<file path="src/rtl/mem_w_ctrl.sv">
// -----------------------------------------------------------------------------
// mem_w_ctrl
//   Write-side controller for the shared feature RAM of the BWN/BNN
//   accelerator. Each accepted producer strobe becomes one registered RAM
//   write (address, enable, data) one clock later. The phase/stage sequence
//   mirrors the RAM read sequencer:
//     phase A : SPI loader -> RAM,  CNT_A words/stage, CNT_STAGE stages
//     phase B : Conv1      -> RAM,  CNT_B words/stage, CNT_STAGE stages
//     phase C : Conv2      -> RAM,  CNT_C words/stage, CNT_STAGE stages
//     phase D : Conv3      -> RAM,  CNT_D words/loop,  CNT_STAGE_FC loops
//
// Ports
//   iCLK         clock, rising edge
//   iRSTn        asynchronous active-low reset
//   iSTART_BWN   arms one phase-A stage (honoured only in W_IDLE_A)
//   iSTART_BNN   one-hot arm: 0010 phase B, 0100 phase C, 1000 phase D
//   iWR_VALID    producer word strobe
//   iWDATA       producer word
//   oWADDR       RAM write address (holds between writes)
//   oWDATA       RAM write data    (holds between writes)
//   oEN_WC       RAM write enable, one cycle per accepted strobe
//   oSTAGE_DONE  high for the single cycle spent in a W_STG_x state
//   oALL_DONE    high in the W_STG_D cycle that ends the last FC loop
//   oBUSY        high in every write and stage-end state
//   oERR         (MEM_W_CTRL_OVF_CHK_EN only) sticky flag: a strobe arrived
//                while no write phase was active; cleared only by reset
//
// Build option
//   MEM_W_CTRL_OVF_CHK_EN  adds the oERR port and its sticky logic. Write
//                          behaviour is identical with or without it.
// -----------------------------------------------------------------------------
module mem_w_ctrl #(
  parameter int DW           = 8,
  parameter int CNT_A        = 238,
  parameter int CNT_B        = 154,
  parameter int CNT_C        = 108,
  parameter int CNT_D        = 54,
  parameter int CNT_STAGE    = 48,
  parameter int CNT_STAGE_FC = 5
) (
  input  logic          iCLK,
  input  logic          iRSTn,
  input  logic          iSTART_BWN,
  input  logic [3:0]    iSTART_BNN,
  input  logic          iWR_VALID,
  input  logic [DW-1:0] iWDATA,
  output logic [7:0]    oWADDR,
  output logic [DW-1:0] oWDATA,
  output logic          oEN_WC,
  output logic          oSTAGE_DONE,
  output logic          oALL_DONE,
`ifdef MEM_W_CTRL_OVF_CHK_EN
  output logic          oERR,
`endif
  output logic          oBUSY
);

  typedef enum logic [3:0] {
    W_IDLE_A, W_A, W_STG_A,
    W_IDLE_B, W_B, W_STG_B,
    W_IDLE_C, W_C, W_STG_C,
    W_IDLE_D, W_D, W_STG_D
  } state_t;

  // Start codes on iSTART_BNN; anything else is ignored in the matching idle.
  localparam logic [3:0] START_B = 4'b0010;
  localparam logic [3:0] START_C = 4'b0100;
  localparam logic [3:0] START_D = 4'b1000;

  // Terminal counts. Phase C/D counters are narrower than the RAM address.
  localparam logic [7:0] LAST_A     = 8'(CNT_A - 1);
  localparam logic [7:0] LAST_B     = 8'(CNT_B - 1);
  localparam logic [6:0] LAST_C     = 7'(CNT_C - 1);
  localparam logic [5:0] LAST_D     = 6'(CNT_D - 1);
  localparam logic [5:0] LAST_STAGE = 6'(CNT_STAGE - 1);
  localparam logic [2:0] LAST_FC    = 3'(CNT_STAGE_FC - 1);

  state_t r_state;
  state_t w_state_nxt;

  logic [7:0] r_cnt_a;
  logic [7:0] r_cnt_b;
  logic [6:0] r_cnt_c;
  logic [5:0] r_cnt_d;
  logic [5:0] r_stage;
  logic [2:0] r_fc;

  logic [7:0]    r_waddr;
  logic [DW-1:0] r_wdata;
  logic          r_en_wc;

  logic       w_in_write;   // in W_A/W_B/W_C/W_D
  logic       w_in_stg;     // in any W_STG_x
  logic       w_accept;     // strobe accepted this cycle
  logic [7:0] w_addr_cur;   // word counter of the active phase, zero-extended
  logic       w_last_a;
  logic       w_last_b;
  logic       w_last_c;
  logic       w_last_d;
  logic       w_last_stage;
  logic       w_last_fc;

  // ---------------------------------------------------------------------------
  // State decode
  // ---------------------------------------------------------------------------
  assign w_in_write = (r_state == W_A) || (r_state == W_B) ||
                      (r_state == W_C) || (r_state == W_D);
  assign w_in_stg   = (r_state == W_STG_A) || (r_state == W_STG_B) ||
                      (r_state == W_STG_C) || (r_state == W_STG_D);
  assign w_accept   = w_in_write && iWR_VALID;

  assign w_last_a     = (r_cnt_a == LAST_A);
  assign w_last_b     = (r_cnt_b == LAST_B);
  assign w_last_c     = (r_cnt_c == LAST_C);
  assign w_last_d     = (r_cnt_d == LAST_D);
  assign w_last_stage = (r_stage == LAST_STAGE);
  assign w_last_fc    = (r_fc == LAST_FC);

  // Address presented for the current accept: the counter value before it
  // increments.
  always_comb begin
    w_addr_cur = 8'd0;
    case (r_state)
      W_A:     w_addr_cur = r_cnt_a;
      W_B:     w_addr_cur = r_cnt_b;
      W_C:     w_addr_cur = {1'b0, r_cnt_c};
      W_D:     w_addr_cur = {2'b00, r_cnt_d};
      default: w_addr_cur = 8'd0;
    endcase
  end

  // ---------------------------------------------------------------------------
  // FSM: state register
  // ---------------------------------------------------------------------------
  // NOTE: sequential blocks use non-blocking (<=) so every flop samples the
  // pre-edge values; blocking (=) here would create order-dependent races.
  always_ff @(posedge iCLK or negedge iRSTn) begin
    if (!iRSTn) r_state <= W_IDLE_A;
    else        r_state <= w_state_nxt;
  end

  // ---------------------------------------------------------------------------
  // FSM: next state. A strobe coinciding with a start is not accepted because
  // acceptance is gated on being in a write state already.
  // ---------------------------------------------------------------------------
  // NOTE: the default assignment at the top of a combinational block keeps
  // every path assigned, so no latch is inferred.
  always_comb begin
    w_state_nxt = r_state;
    case (r_state)
      W_IDLE_A: if (iSTART_BWN)              w_state_nxt = W_A;
      W_A:      if (iWR_VALID && w_last_a)   w_state_nxt = W_STG_A;
      W_STG_A:  w_state_nxt = w_last_stage ? W_IDLE_B : W_IDLE_A;

      W_IDLE_B: if (iSTART_BNN == START_B)   w_state_nxt = W_B;
      W_B:      if (iWR_VALID && w_last_b)   w_state_nxt = W_STG_B;
      W_STG_B:  w_state_nxt = w_last_stage ? W_IDLE_C : W_IDLE_B;

      W_IDLE_C: if (iSTART_BNN == START_C)   w_state_nxt = W_C;
      W_C:      if (iWR_VALID && w_last_c)   w_state_nxt = W_STG_C;
      W_STG_C:  w_state_nxt = w_last_stage ? W_IDLE_D : W_IDLE_C;

      W_IDLE_D: if (iSTART_BNN == START_D)   w_state_nxt = W_D;
      W_D:      if (iWR_VALID && w_last_d)   w_state_nxt = W_STG_D;
      W_STG_D:  w_state_nxt = w_last_fc ? W_IDLE_A : W_IDLE_D;

      default:  w_state_nxt = W_IDLE_A;
    endcase
  end

  // ---------------------------------------------------------------------------
  // Word counters: advance on accept, wrap to 0 on the last word of a stage.
  // Only the active phase's counter moves; the others rest at 0.
  // ---------------------------------------------------------------------------
  always_ff @(posedge iCLK or negedge iRSTn) begin
    if (!iRSTn) begin
      r_cnt_a <= '0;
      r_cnt_b <= '0;
      r_cnt_c <= '0;
      r_cnt_d <= '0;
    end else if (iWR_VALID) begin
      case (r_state)
        W_A:     r_cnt_a <= w_last_a ? '0 : r_cnt_a + 8'd1;
        W_B:     r_cnt_b <= w_last_b ? '0 : r_cnt_b + 8'd1;
        W_C:     r_cnt_c <= w_last_c ? '0 : r_cnt_c + 7'd1;
        W_D:     r_cnt_d <= w_last_d ? '0 : r_cnt_d + 6'd1;
        default: ;
      endcase
    end
  end

  // ---------------------------------------------------------------------------
  // Stage / FC-loop counters: advance once per W_STG_x visit. Phases A-C share
  // one stage counter since they run strictly one after another and each
  // leaves it at 0 on exit.
  // ---------------------------------------------------------------------------
  always_ff @(posedge iCLK or negedge iRSTn) begin
    if (!iRSTn) begin
      r_stage <= '0;
      r_fc    <= '0;
    end else begin
      case (r_state)
        W_STG_A, W_STG_B, W_STG_C:
          r_stage <= w_last_stage ? '0 : r_stage + 6'd1;
        W_STG_D:
          r_fc    <= w_last_fc ? '0 : r_fc + 3'd1;
        default: ;
      endcase
    end
  end

  // ---------------------------------------------------------------------------
  // Registered write port: one clock after an accepted strobe. Address and
  // data hold their last values when nothing is written.
  // ---------------------------------------------------------------------------
  always_ff @(posedge iCLK or negedge iRSTn) begin
    if (!iRSTn) begin
      r_en_wc <= 1'b0;
      r_waddr <= '0;
      r_wdata <= '0;
    end else begin
      r_en_wc <= w_accept;
      if (w_accept) begin
        r_waddr <= w_addr_cur;
        r_wdata <= iWDATA;
      end
    end
  end

  assign oEN_WC      = r_en_wc;
  assign oWADDR      = r_waddr;
  assign oWDATA      = r_wdata;
  assign oSTAGE_DONE = w_in_stg;
  assign oALL_DONE   = (r_state == W_STG_D) && w_last_fc;
  assign oBUSY       = w_in_write || w_in_stg;

`ifdef MEM_W_CTRL_OVF_CHK_EN
  // ---------------------------------------------------------------------------
  // Sticky error on a strobe that arrives while no write phase is active.
  // ---------------------------------------------------------------------------
  logic r_err;

  always_ff @(posedge iCLK or negedge iRSTn) begin
    if (!iRSTn)                      r_err <= 1'b0;
    else if (iWR_VALID && !w_in_write) r_err <= 1'b1;
  end

  assign oERR = r_err;
`endif

endmodule

</file>
<file path="config.mk">
export PLATFORM = sky130hd
export DESIGN_NAME = mem_w_ctrl
export DESIGN_NICKNAME = d
export VERILOG_FILES = /design/src/rtl/mem_w_ctrl.sv
export SDC_FILE = /design/constraint.sdc
export NUM_CORES = 1
export LEC_CHECK = 0
export BUFFER_PORTS_ARGS = -buffer_cell sky130_fd_sc_hd__buf_2
export CORE_MARGIN = 2
export CORE_UTILIZATION = 55
export DETAILED_ROUTE_END_ITERATION = 16
export GPL_ROUTABILITY_DRIVEN = 0
export PLACE_DENSITY = 0.85
export REMOVE_ABC_BUFFERS = 1
export SYNTH_ARGS = -nofsm -noshare
export SYNTH_HDL_FRONTEND = slang
export SYNTH_SLANG_ARGS = --single-unit
</file>
<file path="constraint.sdc">
create_clock -name iCLK -period 5 [get_ports iCLK]
set_clock_uncertainty 0.1 [all_clocks]
set_input_delay 0.25 -clock iCLK [delete_from_list [all_inputs] [get_ports iCLK]]
set_output_delay 0.25 -clock iCLK [all_outputs]
set_load 0.1 [all_outputs]
</file>
; Yosys cells after proc, flatten, opt, wreduce, memory -nomap -nowiden
; Cells that the tools add are included.
[totals]
reg_bits = 59
latch_bits = 0
ramBits = 0
rom_bits = 0
inputBits = 16
out_inout_bits = 20
memories = 0
[op_classes]
n_addsub = 6
multipliers = 0
div_mod_pow = 0
order_cmp = 0
n_eq_ne = 28
shifts = 0
n_mux = 20
n_bitwise = 0
n_reduce_logical = 20
[ops]
columns = op, n
row1 = case mux 4 bit (12 select lines), 1
row2 = two-way mux 4 bit, 10
row3 = case mux 8 bit (4 select lines), 1
row4 = equality test 4 x 3 -> 1 bit (second input constant), 5
row5 = equality test 4 bit (second input constant), 5
row6 = adder 8 x 1 -> 8 bit (second input constant), 2
row7 = equality test 8 bit (second input constant), 2
row8 = two-way mux 8 bit, 2
row9 = adder 6 x 1 -> 6 bit (second input constant), 2
row10 = equality test 4 x 2 -> 1 bit (second input constant), 3
row11 = equality test 6 bit (second input constant), 2
row12 = two-way mux 6 bit, 2
row13 = inequality test 2 x 1 -> 1 bit (second input constant), 4
row14 = inequality test 2 bit (second input constant), 4
row15 = AND reduction 2 bit, 4
row16 = AND reduction 8 bit, 1
row17 = adder 7 x 1 -> 7 bit (second input constant), 1
row18 = equality test 7 bit (second input constant), 1
row19 = logical OR 1 bit, 7
row20 = two-way mux 7 bit, 1
row21 = logical AND 1 bit, 6
row22 = two-way mux 3 bit, 2
row23 = equality test 4 x 1 -> 1 bit (second input constant), 1
row24 = zero test 4 bit, 1
row25 = 4 further kinds, 4

; Depth between registers and ports, before layout
[depth]
depth_word = 5
mapped_depth = 8
ltp_nobuf = 7

; Worst setup path after synthesis
; OpenSTA, ideal clock, no wires.
[synth_path]
kind = register to output
startpoint = register r_state[0]
endpoint = output port oBUSY
arrival_ns = 2.601
required_time_ns = 4.650
setup_slack_ns = 2.049
path_stages_with_launch = 8
path_buffers = 3
cell_sequence = dfrtp_1 -> clkbuf_1 -> buf_6 -> buf_6 -> nor3_1 -> a211oi_1 -> a31oi_1 -> a21oi_1
[synth_via]
elab_chain_cells = 5
[synth_rtl]
columns = item, line
row1 = "start, declared", 78  ; state_t r_state;
row2 = "start signal, assigned", 139  ; else r_state <= w_state_nxt;
row3 = "equality test 4 x 1 -> 1 bit, or another cell as far along", 106  ; assign w_in_write = (r_state == W_A) || (r_state == W_B) ||
row4 = logical OR 1 bit (on tied branches) (2 in a row), "106, 108"
row5 = logical OR 1 bit (on tied branches), "107, 109"
row6 = logical OR 1 bit (*), 235  ; assign oBUSY = w_in_write || w_in_stg;
row7 = "end, declared", 55  ; output logic oBUSY
; Mark *: on every way between the ends. The rest lies on a longest branch, timed or not.

; Worst setup path in the final report
[layout_path]
startpoint = register r_state[0]
endpoint = register r_state[0]
[layout_via]
elab_chain_cells = 3
[layout_rtl]
columns = item, line
row1 = "equality test 4 bit, or another cell as far along", 150  ; case (r_state)
row2 = inequality test 2 bit (no source line) / inequality test 2 x 1 -> 1 bit (equally long branches), --
row3 = AND reduction 8 bit (no source line), --
; Several ways; a longest one is shown, not always the timed one.
; A chain may end at the register's enable or synchronous reset.

==> flow_summary_export.csv <==
group,metric,value,unit
run_status,status,"complete, no violations",
setup_path,crit_type,"reg2reg",
logic_synthesis,synthArstFlopShare,100,%
routing,ant_nets,0,
setup_path,crit_required,5.13,ns
place,dp_cells,445,
finish,syn_to_final_growth,11.2,%
logic_synthesis,synth-main-ff-cell,"dfrtp_1",
die,io_pins,36,
min_path,min_to,"oWDATA[6]",
logic_synthesis,yosysMostFrequentCell,"dfrtp_1",
clock_network,cts_sinks,59,
sta,period_share,57.9,%
logic_synthesis,synthCells,353,
clock_network,cts_tree,"built",
sta,hold_viol,0,
place,dp_hpwl,5.02,mm
sta,rsz0062_at_grt,"no",
logic_synthesis,synth_top_area_share,43.7,%
die,fp.dieW,82.3,um
finish,ff_latch_area,1480,um2
global_routing,grt_pass1_vias,2719,
clock_network,numCtsBuffers,9,
logic_synthesis,synthTopCellsByArea,"dfrtp_1, o21ai_0, nand2_1, ha_1, mux2_2",
routing,wl_per_cell,15.8,um
power_and_ir_drop,power.leakage,0.00166,uW
logic_synthesis,ys_types,63,
sta,drv_slew,0,
logic_synthesis,synth_top_area_cell,"dfrtp_1",
min_path,holdPathStages,2,
sta,fmaxAchievable,346,MHz
die,fp-row-count,28,
routing,wl,7.30,mm
finish,multi_input_area,1740,um2
run,max_cap_viol_count,0,
die,start_util,57.0,%
setup_path,rrSetupSlack,2.11,ns
clock_network,insertion_delay,0.34,ns
min_path,min-delay-start,"iWDATA[6]",
setup_path,worstReg2RegStart,"r_state[0]",
clock_network,clk_pin_slew,0.07,ns
clock_network,postCtsSetupBuffers,0,
routing,vias,2886,
logic_synthesis,yosysSeqAreaShare,43.7,%
die,core,5920,um2
logic_synthesis,ys_ff_latch,59,
global_routing,antenna_found_initial,0,
setup_path,path_max_fanout,27,
setup_path,start_kind,"register",
global_routing,gr-total-overflow,0,
sta,setup_ws,2.11,ns
setup_path,crit_arrival,3.02,ns
global_routing,grt_pass1_wl,12.5,mm
power_and_ir_drop,power,2310,uW
logic_synthesis,yosys-top-cells-count,"dfrtp_1, o21ai_0, nand2_1",
sta,period_needed,2.89,ns
power_and_ir_drop,ir_drop,499,uV
logic_synthesis,ys.warnings.count,0,
global_routing,grt_start_max_net_pins,60,
die,fp.dieH,82.3,um
sta,hold_slack,0.0317,ns
sta,finalSetupViolations,0,
finish,layout.nets,408,
logic_synthesis,avgSynthCellArea,9.56,um2
setup_path,endpoint_kind,"register",
routing,drt_iter0_drc,254,
sta,tightest_slew,1.03,ns
sta,fin_tns_setup,0,ns
setup_path,r2r_end,"r_state[0]",
global_routing,gr-usage-all-layers,24.3,%
routing,dr.pass1.iters,6,
finish,final_cells,462,
place,pre_cts_ws,2.17,ns
routing,route.detailed.drc,0,
clock_network,cts_buffer_depth,2,
clock_network,root_buffer,"clkbuf_8",
place,port_buffers,35,
power_and_ir_drop,power_per_cell_area,616,nW/um2
finish,num-fill-cells,486,
finish,drive_gt1_share,17.3,%
logic_synthesis,syn_area,3380,um2
clock_network,htree_levels,3,
routing,via_per_inst,6.25,
logic_synthesis,synth-edff-count,0,
die,dieArea,6780,um2
min_path,hp-class,"in2reg",
finish,diodes,0,
sta,max_slew_margin,31.5,%
setup_path,r2r_cells,5,
report_power, final:
part           switching [uW]  internal (uW)
Clock                     185            241
Sequential                205            607
Combinational             769            307
Total                    1160           1150
worst max path at each step:
stage / cells past startpoint / slack [ns] / to / from
global route: 5 / 1.92 / r_state[0] / r_state[0]
CTS: 5 / 2.16 / r_state[0] / r_state[0]
detailed placement: 5 / 2.17 / r_state[0] / r_state[0]
global placement: 5 / 2.32 / r_state[0] / r_state[0]
finish: 5 / 2.11 / r_state[0] / r_state[0]
floorplan: 4 / 2.09 / oBUSY / r_state[0]
sequential cells by signal (all words and copies together), names as in the netlist:
register,count
oEN_WC,1
oWADDR,8
oWDATA,8
r_cnt_a,8
r_cnt_b,8
r_cnt_c,7
r_cnt_d,6
r_fc,3
r_stage,6
r_state,4
cells by family (layout without fill, tap and decap cells):
| kind of cell | Yosys count | in the layout | synth area share (%) |
|---|---|---|---|
| and+or+nand+nor | 124 | 124 | 19.8 |
| AOI/OAI and AO/OA | 103 | 103 | 20.5 |
| DFF | 59 | 59 | 43.7 |
| buffers and inverters | 34 | 68 | 5.11 |
| muxes | 16 | 16 | 5.37 |
| adders and majority gates | 10 | 10 | 3.71 |
| xor gates and xnor gates | 7 | 7 | 1.82 |
layout make-up:
class	count	share of cell area (%)
repair buffers	38	5.33
clock buffers	11	3.77
flip-flops and latches	59	39.3
multi-input cells	260	46.3
clock inverters	5	1.40
inverters	14	1.40
well taps	75	2.50
cell usage in the layout (no fill, tap or decap), types with 4 or more instances in the layout:
master / synthesis / final
nand2_1: 34 / 34
buf_2: 3 / 35
a21o_1: 5 / 5
o21ai_0: 35 / 35
dfrtp_1: 59 / 59
a31oi_1: 6 / 6
inv_1: 14 / 14
ha_1: 10 / 10
mux2_1: 5 / 5
nand4_1: 9 / 9
a22o_1: 10 / 10
a21oi_1: 11 / 11
o31ai_1: 5 / 5
nor3_1: 11 / 11
nor2_1: 17 / 17
nor2b_1: 5 / 5
nand2b_1: 5 / 5
a222oi_1: 6 / 6
clkbuf_8: 0 / 10
nand3_1: 13 / 13
mux2_2: 8 / 8
xnor2_1: 4 / 4
layer usage:
metal / track usage (%) / wire [um]
met2: 39.8 / 3650
met5: 0 / 0
met1: 30.3 / 3090
met4: 9.67 / 105
met3: 6.85 / 449
repair_timing:
action,CTS,global route
hold endpoints to repair,59,0
resized for setup,0,0
hold buffers,1,0
per-stage QoR:
step	cell area [um2]	util [%]
floorplan	3260	-
global placement	3550	60.0
detailed placement	3550	60.0
CTS	3750	63.4
global route	3750	63.4
finish	3750	63.4
worst max-delay path, cell delays in order, from the launching register on:
cell      delay (ns)
dfrtp_1         0.83
nor4b_2         0.89
a21oi_1         0.16
a21oi_1         0.25
a2111o_1        0.23
mux2_4          0.32
(Power assumes the default switching activity.)
